$ cat config.mk
export PLATFORM = sky130hd
export DESIGN_NAME = agc_gain_update
export DESIGN_NICKNAME = d
export VERILOG_FILES = /design/src/rtl/agc_gain_update.sv
export SDC_FILE = /design/constraint.sdc
export NUM_CORES = 1
export LEC_CHECK = 0
export ABC_AREA = 1
export CAP_MARGIN = 20
export CORE_UTILIZATION = 30
export CTS_CLUSTER_DIAMETER = 200
export DETAILED_ROUTE_END_ITERATION = 16
export PLACE_DENSITY = 0.59
export SLEW_MARGIN = 25
export SYNTH_ARGS = -nofsm -noshare
export SYNTH_HDL_FRONTEND = slang
export SYNTH_SLANG_ARGS = --single-unit
$ cat constraint.sdc
create_clock -name clk -period 7.6 [get_ports clk]
set_input_delay 1.52 -clock clk [delete_from_list [all_inputs] [get_ports clk]]
set_output_delay 1.52 -clock clk [all_outputs]
set_load 0.02 [all_outputs]
$ cat src/rtl/agc_gain_update.sv
// agc_gain_update
//   Gain update stage of the AGC loop. Each smoothed level sample from the
//   EMA stage is compared against a target window (target +/- hysteresis).
//   Overload steps the gain down at once (attack). A run of DECAY_HOLD
//   consecutive under-level samples steps it up (decay). After enable and
//   after every gain change, the next SETTLE samples are discarded.
//
// Ports
//   clk, rst      rising-edge clock, synchronous active-high reset
//   Enable        loop enable (level-sensitive)
//   Ema_Level     signed smoothed level, qualified by Ema_Valid
//   Target_Level  non-negative target level
//   Hysteresis    non-negative half-width of the dead band
//   Gain          unsigned Q2.16 gain word
//   Gain_Valid    one-cycle pulse when Gain takes a new value
//   Gain_At_Min   Gain == GAIN_MIN
//   Gain_At_Max   Gain == GAIN_MAX
//   Agc_State     0 = IDLE, 1 = TRACK, 2 = SETTLE
module agc_gain_update #(
  parameter int unsigned        LWIDTH      = 48,
  parameter int unsigned        GWIDTH      = 18,
  parameter logic [GWIDTH-1:0]  GAIN_INIT   = 18'h10000,
  parameter logic [GWIDTH-1:0]  GAIN_MIN    = 18'h00400,
  parameter logic [GWIDTH-1:0]  GAIN_MAX    = 18'h3FFFF,
  parameter logic [GWIDTH-1:0]  ATTACK_STEP = 18'h00800,
  parameter logic [GWIDTH-1:0]  DECAY_STEP  = 18'h00100,
  parameter int unsigned        DECAY_HOLD  = 4,
  parameter int unsigned        SETTLE      = 8
) (
  input  logic                     clk,
  input  logic                     rst,
  input  logic                     Enable,
  input  logic signed [LWIDTH-1:0] Ema_Level,
  input  logic                     Ema_Valid,
  input  logic [LWIDTH-1:0]        Target_Level,
  input  logic [LWIDTH-1:0]        Hysteresis,
  output logic [GWIDTH-1:0]        Gain,
  output logic                     Gain_Valid,
  output logic                     Gain_At_Min,
  output logic                     Gain_At_Max,
  output logic [1:0]               Agc_State
);

  typedef enum logic [1:0] {
    ST_IDLE   = 2'd0,
    ST_TRACK  = 2'd1,
    ST_SETTLE = 2'd2
  } state_t;

  localparam logic [LWIDTH:0] LVL_MAX  = {2'b00, {(LWIDTH-1){1'b1}}};
  localparam logic [7:0]      SETTLE_C = 8'(SETTLE);
  localparam logic [3:0]      HOLD_C   = 4'(DECAY_HOLD);

  // Stage 1: threshold compare
  logic [LWIDTH:0]        hi_sum;
  logic [LWIDTH:0]        hi_thr;
  logic signed [LWIDTH:0] lo_diff;
  logic [LWIDTH:0]        lo_thr;
  logic [LWIDTH:0]        lvl;
  logic                   v1;
  logic                   above;
  logic                   below;

  always_comb begin
    hi_sum  = {1'b0, Target_Level} + {1'b0, Hysteresis};
    hi_thr  = (hi_sum > LVL_MAX) ? LVL_MAX : hi_sum;
    lo_diff = $signed({1'b0, Target_Level}) - $signed({1'b0, Hysteresis});
    lo_thr  = lo_diff[LWIDTH] ? '0 : $unsigned(lo_diff);
    lvl     = Ema_Level[LWIDTH-1] ? '0 : {1'b0, Ema_Level};
  end

  always_ff @(posedge clk) begin
    if (rst) begin
      v1    <= 1'b0;
      above <= 1'b0;
      below <= 1'b0;
    end else begin
      v1    <= Ema_Valid;
      above <= (lvl > hi_thr);
      below <= (lvl < lo_thr);
    end
  end

  // Stage 2: gain state machine
  state_t             state, state_nxt;
  logic [GWIDTH-1:0]  gain, gain_nxt;
  logic [7:0]         settle_cnt, settle_nxt;
  logic [3:0]         low_cnt, low_nxt;
  logic               gv_nxt;

  logic signed [GWIDTH:0] dec_raw;
  logic [GWIDTH-1:0]      dec_gain;
  logic [GWIDTH:0]        inc_raw;
  logic [GWIDTH-1:0]      inc_gain;

  always_comb begin
    dec_raw  = $signed({1'b0, gain}) - $signed({1'b0, ATTACK_STEP});
    dec_gain = (dec_raw < $signed({1'b0, GAIN_MIN})) ? GAIN_MIN : dec_raw[GWIDTH-1:0];
    inc_raw  = {1'b0, gain} + {1'b0, DECAY_STEP};
    inc_gain = (inc_raw > {1'b0, GAIN_MAX}) ? GAIN_MAX : inc_raw[GWIDTH-1:0];
  end

  always_comb begin
    state_nxt  = state;
    gain_nxt   = gain;
    settle_nxt = settle_cnt;
    low_nxt    = low_cnt;
    gv_nxt     = 1'b0;
    if (!Enable) begin
      // disable wins over any sample in flight; gain is kept
      state_nxt  = ST_IDLE;
      settle_nxt = '0;
      low_nxt    = '0;
    end else begin
      case (state)
        ST_IDLE: begin
          state_nxt  = ST_SETTLE;
          settle_nxt = SETTLE_C;
          low_nxt    = '0;
        end
        ST_SETTLE: begin
          if (v1) begin
            settle_nxt = settle_cnt - 8'd1;
            if (settle_cnt <= 8'd1) begin
              state_nxt = ST_TRACK;
            end
          end
        end
        ST_TRACK: begin
          if (v1) begin
            if (above) begin
              low_nxt = '0;
              if (dec_gain != gain) begin
                gain_nxt   = dec_gain;
                gv_nxt     = 1'b1;
                settle_nxt = SETTLE_C;
                state_nxt  = ST_SETTLE;
              end
            end else if (below) begin
              if (low_cnt >= HOLD_C - 4'd1) begin
                low_nxt = '0;
                if (inc_gain != gain) begin
                  gain_nxt   = inc_gain;
                  gv_nxt     = 1'b1;
                  settle_nxt = SETTLE_C;
                  state_nxt  = ST_SETTLE;
                end
              end else begin
                low_nxt = low_cnt + 4'd1;
              end
            end else begin
              low_nxt = '0;
            end
          end
        end
        default: begin
          state_nxt  = ST_IDLE;
          settle_nxt = '0;
          low_nxt    = '0;
        end
      endcase
    end
  end

  always_ff @(posedge clk) begin
    if (rst) begin
      state       <= ST_IDLE;
      gain        <= GAIN_INIT;
      settle_cnt  <= '0;
      low_cnt     <= '0;
      Gain_Valid  <= 1'b0;
      Gain_At_Min <= (GAIN_INIT == GAIN_MIN);
      Gain_At_Max <= (GAIN_INIT == GAIN_MAX);
    end else begin
      state       <= state_nxt;
      gain        <= gain_nxt;
      settle_cnt  <= settle_nxt;
      low_cnt     <= low_nxt;
      Gain_Valid  <= gv_nxt;
      Gain_At_Min <= (gain_nxt == GAIN_MIN);
      Gain_At_Max <= (gain_nxt == GAIN_MAX);
    end
  end

  assign Gain      = gain;
  assign Agc_State = state;

endmodule
Word-level counts from Yosys, hierarchy flattened
Cells that the tools add are included.

$add $sub $neg: 6. Order comparisons: 7. Equal/unequal tests: 13. Multiplexer cells: 40. Bitwise gates (word level): 4. Reduce and logical (&&, ||, !) cells: 6.

Operators with widths (number): 18-bit 2-to-1 mux (10); 8-bit 2-to-1 mux (7); 48-bit by 48-bit adder with 49-bit output (1); 47-bit by 49-bit > comparator with 1-bit output (1); 49-bit by 47-bit > comparator with 1-bit output (second input constant) (1); 49-bit 2-to-1 mux (1); 48-bit by 48-bit subtractor with 49-bit output (1); 47-bit by 48-bit less-than comparator with 1-bit output (1); 48-bit 2-to-1 mux (1); 47-bit 2-to-1 mux (1); 18-bit inequality test (2); 8-bit case mux with 3 select lines (1); 18-bit by 9-bit adder with 19-bit output (second input constant) (1); 19-bit by 18-bit > comparator with 1-bit output (second input constant) (1); 19-bit by 12-bit less-than comparator with 1-bit output (second input constant) (1); 18-bit by 12-bit subtractor with 19-bit output (second input constant) (1); 18-bit by 11-bit == test with 1-bit output (second input constant) (1); 18-bit == test (second input constant) (1); 2-bit 2-to-1 mux (8); 4-bit 2-to-1 mux (4); 3-bit inequality test (second input constant) (4); 8-bit by 1-bit <= comparator with 1-bit output (second input constant) (1); 4-bit case mux with 2 select lines (1); 8-bit by 1-bit subtractor with 8-bit output (second input constant) (1); 14 further kinds (23).

Bits in registers: 38. Input port bits: 148. Output and inout bits: 23.

Logic depth before layout (Yosys ltp)
Gate-level depths: netlist (run 1).

Word-level depth: 12. Depth in mapped cells: 29. Depth with buffers taken out: 29.

Least setup slack after synthesis (run 1)
No wires, ideal clock.

Path kind: input-to-reg. Start: in Target_Level[0]. End: reg above. Library setup time: 131 ps. Arrival time: 4532 ps. Path slack: 2937 ps. Cell stages on the path: 25. Buffers on the path: 1. Cells stage by stage: ha_1 inv_1 fa_1 o21ai_1 a21oi_2 o21ai_2 nand2_1 nand2_1 nand2_1 nand3_2 nand2_1 nand2_2 a211oi_4 nand2_4 buf_6 nor2_1 ha_1 a21oi_1 o21ai_0 nand3_1 nand2_1 a221oi_1 o221ai_1 a31oi_1 nor3_1.

Cells in the longest elaborated chain, start to end: 4.

RTL lines: start: declaration (RTL line 35) `input logic [LWIDTH-1:0] Target_Level,`; 48-bit by 48-bit adder with 49-bit output * (RTL line 65) `hi_sum = {1'b0, Target_Level} + {1'b0, Hysteresis};`; 49-bit by 47-bit > comparator with 1-bit output (RTL line 66) `hi_thr = (hi_sum > LVL_MAX) ? LVL_MAX : hi_sum;`; 49-bit 2-to-1 mux * (RTL line 66); 47-bit by 49-bit > comparator with 1-bit output * (RTL line 79) `above <= (lvl > hi_thr);`; end signal: assignment (RTL line 79); end: declaration (RTL line 61) `logic above;`.

Every way passes the cells marked *; elsewhere a longest branch is shown, timed or not. A chain may end at the register's enable or synchronous reset.

Worst setup path after layout (run 1)
Start: in Hysteresis[2]. End: reg above.

Cells in the longest elaborated chain, start to end: 4.

RTL lines: start: declaration (RTL line 36) `input logic [LWIDTH-1:0] Hysteresis,`; 48-bit by 48-bit adder with 49-bit output * (RTL line 65); 49-bit by 47-bit > comparator with 1-bit output (RTL line 66); 49-bit 2-to-1 mux * (RTL line 66); 47-bit by 49-bit > comparator with 1-bit output * (RTL line 79).

Marked as above.

==> flow_metrics.tcl, run 1 <==
set metrics [dict create \
    outcome "finished, final reports clean" \
    synth_area_leaders "ha_1 (21%), nand2_1 (13%), inv_1 (10%)" \
    grt_antenna_before_repair 0 \
    synthesis.instances 2005 \
    postRouteAntennaNets 0 \
    hold_buffers 0 \
    syn_area_um2 11500 \
    start_util 0.305 \
    seq_area_frac_synth 0.0662 \
    worstHoldEndpoint "low_cnt[3]" \
    p_clk_frac 0.187 \
    yosysTopAreaCellShare 0.214 \
    fin_crit_sh 0.796 \
    cp_top_family "simple AND/OR/NAND/NOR gates" \
    min_period_ps 6050 \
    synth_flop_cell "dfxtp_1" \
    worst-setup-path-type "in -> reg" \
    swShare 0.488 \
    drt-pass1-iter-count 7 \
    cts.sinks 38 \
    cp-end-kind "flip-flop" \
    postCtsSetupRepairBufs 0 \
    dieArea_um2 39100 \
    clkTransAtPathRegs_ps 60 \
    cts_buffers 5 \
    startpoint_type "input pin" \
    hold_depth 2 \
    min_from "low_cnt[3]" \
    rr_worst_depth 16 \
    ys_ff_latch 38 \
    fin_skew_ps 2.69 \
    clock_latency_ps 290 \
    irDropWorstVdd_mv 0.0701 \
    tightestPinTransition_ps 895 \
    p_sw_uw 720 \
    dp_hpwl_um 38300 \
    worst-path-buf-inv 4 \
    vias 13403 \
    drc_errors 0 \
    fill_cells 4307 \
    slowest_delay_ps 480 \
    synth_nets 2352 \
    stdcell_count 2644 \
    crit_path_frequent_cell "nand2_1" \
    worstPathArrival_ps 6250 \
    cap_violations 0 \
    maxSlewHeadroom 0.403 \
    hp-class "reg -> reg" \
    port_buffers 170 \
    yosysWarnings 0 \
    cp.depth 25 \
    grt-ovfl-total 0 \
    dp.cells 2635 \
    cts_root_buf "clkbuf_16" \
    combinationalPowerShare 0.665 \
    drive_gt1_frac 0.0366 \
    hold_viol_final 0 \
    grt_start_max_net_pins 48 \
    fmax_mhz 165 \
    intPower_uw 754 \
    synth-edff-count 0 \
    rrSetupSlack_ps 4520 \
    nets 2478 \
    fp.dieH_um 198 \
    avgSynthCellArea_um2 5.73 \
    ioPinCount 171 \
    finalSetupTns_ps 0 \
    track_usage 0.225 \
    power.leakage_nw 6.93 \
    cp.required_ps 7800 \
    rows 71 \
    vias_per_cell 5.07 \
    rr_startpoint "Gain[11]" \
    wirelength_um 43600 \
    cp_max_fo 46 \
    synth_top_area_cell "ha_1" \
    cts_resized 0 \
    power.density_nw_per_um2 107 \
    async_reset_ff_frac 0 \
    post_synth_num_cell_types 58 \
    gp_congestion 0.935 \
    drtIter0Drc 1086 \
    final_max_slew_viol_count 0 \
    timing.rr.end "Gain_At_Min" \
    grt_pass1_wl_um 69600 \
    slowest_stage "clkdlybuf4s50_1" \
    clock_path_buffers 2 \
    pwr-share-seq 0.148 \
    die_w_um 198 \
    wl_per_cell_um 16.5 \
    grt_setup_unrepaired "false" \
    grt_pass1_vias 13368 \
    cts_tree "done" \
    area_growth_pct 19.8 \
    coreArea_um2 37700 \
    cts.htree.levels 2 \
    setup_violations 0 \
]
## cell usage in the layout, fill, tap and decap left out, types with 3 or more instances in the layout
master	count
nand3_1	120
o211ai_1	6
a21boi_0	6
a21oi_1	185
a21o_1	12
o21bai_1	8
xor2_1	51
o21a_1	11
a31oi_1	7
clkdlybuf4s50_1	169
nor4_1	9
o21ai_0	87
nand3b_1	9
dfxtp_1	38
nand2_2	4
clkbuf_16	5
o221ai_1	6
nand3_2	4
nand2_1	404
ha_1	197
nand4_1	34
o21ai_2	3
nand2_4	3
a211oi_1	13
nor2_1	305
nor2_2	4
inv_1	315
o221a_2	4
nor3_1	37
o21ai_1	8
inv_2	10
xnor2_1	3
or2_2	24
## final cells by class
cell class / count / area, µm² / share of cell area
Antenna cell: 1 / 2.50 / 0.000182
Clock buffer: 5 / 125 / 0.00909
Clock inverter: 3 / 68.8 / 0.00500
Inverter: 327 / 1230 / 0.0893
Multi-Input combinational cell: 1588 / 9240 / 0.671
Sequential cell: 38 / 761 / 0.0552
Tap cell: 511 / 639 / 0.0464
Timing Repair Buffer: 171 / 1700 / 0.124
## cell families after synthesis
kind of cell,Yosys count,share of synthesized area
buffers and inverters,379,0.131
and+or+nand+nor,968,0.361
adders and majority gates,199,0.218
DFF,38,0.0662
xor gates and xnor gates,55,0.0425
AOI/OAI and AO/OA,366,0.181
## worst max-delay path by stage
stage | from | to | slack [ps]
CTS | Hysteresis[2] | above | 1610
detailed placement | Hysteresis[2] | above | 1310
global placement | Hysteresis[2] | above | 1280
global route | Hysteresis[2] | above | 1150
finish | Hysteresis[2] | above | 1550
floorplan | Target_Level[0] | above | 2940
## per-stage QoR
step / util / hold slack (ps) / cell area, µm² / power [mW] / setup WS (ps)
floorplan: - / 417 / 11500 / 0.866 / 2940
global placement: 0.360 / 428 / 13600 / 1.18 / 1280
detailed placement: 0.360 / 437 / 13600 / 1.19 / 1310
CTS: 0.366 / 447 / 13800 / 1.47 / 1610
global route: 0.366 / 462 / 13800 / 1.61 / 1150
finish: 0.366 / 444 / 13800 / 1.47 / 1550
## synthesized netlist by cell type (2+ instances only)
master     instances
a211oi_1          13
a21boi_0           6
a21o_1            12
a21oi_1          185
a31o_2             2
a31oi_1            7
buf_1              5
buf_2             26
buf_4              3
buf_6              4
clkbuf_1          12
clkbuf_2           2
dfxtp_1           38
fa_1               2
ha_1             197
inv_1            315
inv_2             10
nand2_1          404
nand2_2            4
nand2_4            3
nand3_1          121
nand3_2            3
nand3b_1           9
nand4_1           34
nor2_1           305
nor2_2             4
nor3_1            37
nor3_2             2
nor4_1             9
o2111ai_1          2
o211ai_1           6
o21a_1            11
o21ai_0           87
o21ai_1            8
o21ai_2            3
o21bai_1           8
o221a_2            4
o221ai_1           6
o31ai_1            2
or2_2             24
xnor2_1            3
xor2_1            51
## layer usage
metal,share of wire,track usage
met5,0,0
met4,0.024,0.0554
met3,0.055,0.0204
met2,0.45,0.378
met1,0.47,0.307
## flip-flops by register name (all words and copies together) (netlist names)
| signal | count |
|---|---|
| below | 1 |
| Gain_Valid | 1 |
| low_cnt | 4 |
| Gain_At_Min | 1 |
| v1 | 1 |
| Gain_At_Max | 1 |
| Agc_State | 2 |
| settle_cnt | 8 |
| Gain | 18 |
| above | 1 |
## power groups by stage
| stage | clock network, mW | logic [mW] | registers [mW] |
|---|---|---|---|
| 2_1_floorplan | 0 | 0.647 | 0.219 |
| 5_1_grt | 0.288 | 1.10 | 0.220 |
| 4_1_cts | 0.279 | 0.969 | 0.218 |
| 3_3_place_gp | 0 | 0.956 | 0.222 |
| 3_5_place_dp | 0 | 0.964 | 0.223 |
| 6_report | 0.275 | 0.980 | 0.218 |
## worst reg2reg max path: cells and delay by family, from the launching register on
kind	cells	cell delay, ps
AND/OR/NAND/NOR	12	1600
flip-flops	1	510
adder cells (fa/ha/maj)	1	290
XOR/XNOR	1	240
buffers and inverters	1	220
AO/OA/AOI/OAI	1	90
No activity file was read; power rests on OpenSTA's default activity.
==> run 2, diff against run 1 <==
clock period = 6.3 ns   (was 7.6 ns; I/O delays follow)
==> flow_metrics.tcl, run 2 (synthesis gave the netlist of run 1 again) <==
set metrics [dict create \
    outcome "finished, final reports clean" \
    cp_max_fo 46 \
    hold_viol_final 0 \
    cp-end-kind "flip-flop" \
    fin_skew_ps 4.99 \
    slowest_stage "clkdlybuf4s50_1" \
    cts_resized 0 \
    cp_top_family "simple AND/OR/NAND/NOR gates" \
    power.leakage_nw 6.95 \
    min_period_ps 5650 \
    power.density_nw_per_um2 129 \
    worst_hold_slack_ps 445 \
    fill_cells 4283 \
    ioPinCount 171 \
    clock_path_buffers 2 \
    grt_antenna_before_repair 0 \
    tightestPinTransition_ps 886 \
    rows 71 \
    pwr-share-seq 0.147 \
    dieArea_um2 39100 \
    startpoint_type "input pin" \
    setup_violations 0 \
    cts.sinks 38 \
    grt-ovfl-total 0 \
    finalPower_mw 1.78 \
    pre_cts_ws_ps 394 \
    fp.dieH_um 198 \
    track_usage 0.222 \
    dp.cells 2640 \
    fmax_mhz 177 \
    worstPathArrival_ps 5860 \
    cts_buffers 5 \
    worst-path-buf-inv 4 \
    fin_crit_sh 0.897 \
    finalSetupTns_ps 0 \
    drive_gt1_frac 0.0384 \
    final_cell_mix "nand2_1 (404), inv_1 (315), nor2_1 (305)" \
    wirelength_um 43300 \
    drtIter0Drc 1136 \
    stdcell_count 2649 \
    drt-pass1-iter-count 5 \
    nets 2483 \
    p_clk_frac 0.189 \
    grt_pass1_wl_um 68600 \
    maxSlewHeadroom 0.408 \
    port_buffers 170 \
    grt_start_max_net_pins 49 \
    intPower_uw 915 \
    gp_congestion 0.960 \
    wl_per_cell_um 16.3 \
    finalWorstSetupSlack_ps 649 \
    largest_reg_flops 18 \
    postRouteAntennaNets 0 \
    cts.htree.levels 2 \
    worst-setup-path-type "in -> reg" \
    clkTransAtPathRegs_ps 60 \
    cts_tree "done" \
    grt_pass1_vias 13052 \
    hold_buffers 0 \
    postCtsSetupRepairBufs 0 \
    die_w_um 198 \
    crit_path_frequent_cell "nand2_1" \
    cp.required_ps 6510 \
    slowest_delay_ps 510 \
    vias_per_cell 5.03 \
    coreArea_um2 37700 \
    cts_root_buf "clkbuf_16" \
    combinationalPowerShare 0.664 \
    final_max_slew_viol_count 0 \
    dp_hpwl_um 37900 \
    layout_commonest_cell "nand2_1" \
    swShare 0.487 \
    irDropWorstVdd_mv 0.101 \
    vias 13330 \
    drc_errors 0 \
    cap_violations 0 \
    hp-class "reg -> reg" \
    start_util 0.305 \
    p_sw_uw 867 \
    area_growth_pct 20.2 \
    grt_setup_unrepaired "false" \
    clock_latency_ps 290 \
]
==> run 2: cell count changes in the layout (fill, tap and decap cells not counted) <==
cell / before / now
buf_12: 0 / 1
buf_4: 1 / 5
nand3_1: 120 / 121
nand3_2: 4 / 3
==> run 2: worst min-delay path, delay by kind of cell (launching register included) <==
family	cells	cell delay [ps]
flip-flops	1	310
AND/OR/NAND/NOR	2	90
==> run 2: layer usage <==
layer,up-vias,track usage,part of all wire
met5,-,0,0
li1,6811,-,-
met2,415,0.373,0.45
met1,6056,0.304,0.47
met3,48,0.0158,0.055
met4,0,0.0580,0.027
==> run 2: through the flow <==
step	cell area, µm²	utilization
after floorplan	11500	-
final	13800	0.367
after global placement	13600	0.362
after detailed placement	13600	0.362
after global routing	13800	0.367
after CTS	13800	0.367
==> run 2: worst paths after layout <==
| kind | end | start | depth (start not counted) | slack [ps] |
|---|---|---|---|---|
| worst max-delay path | above | Hysteresis[2] | 25 | 650 |
| worst min-delay path | low_cnt[3] | low_cnt[3] | 2 | 450 |
| worst max register to register | Gain_At_Min | Gain[11] | 18 | 3260 |
| worst min register to register | low_cnt[3] | low_cnt[3] | 2 | 450 |
==> run 2: final cells by class <==
cell class	instances	area (µm²)	area share
Antenna cell	1	2.50	0.000181
Clock buffer	5	125	0.00906
Clock inverter	3	68.8	0.00498
Inverter	327	1230	0.0890
Multi-Input combinational cell	1588	9240	0.668
Sequential cell	38	761	0.0551
Tap cell	511	639	0.0463
Timing Repair Buffer	176	1750	0.127
==> run 2: power groups by stage <==
stage          clock network (mW)  logic (mW)  registers, mW
6_report                    0.336        1.18          0.263
5_1_grt                     0.355        1.32          0.264
4_1_cts                     0.343        1.17          0.263
3_5_place_dp                    0        1.16          0.268
3_3_place_gp                    0        1.16          0.268
2_1_floorplan                   0       0.781          0.264
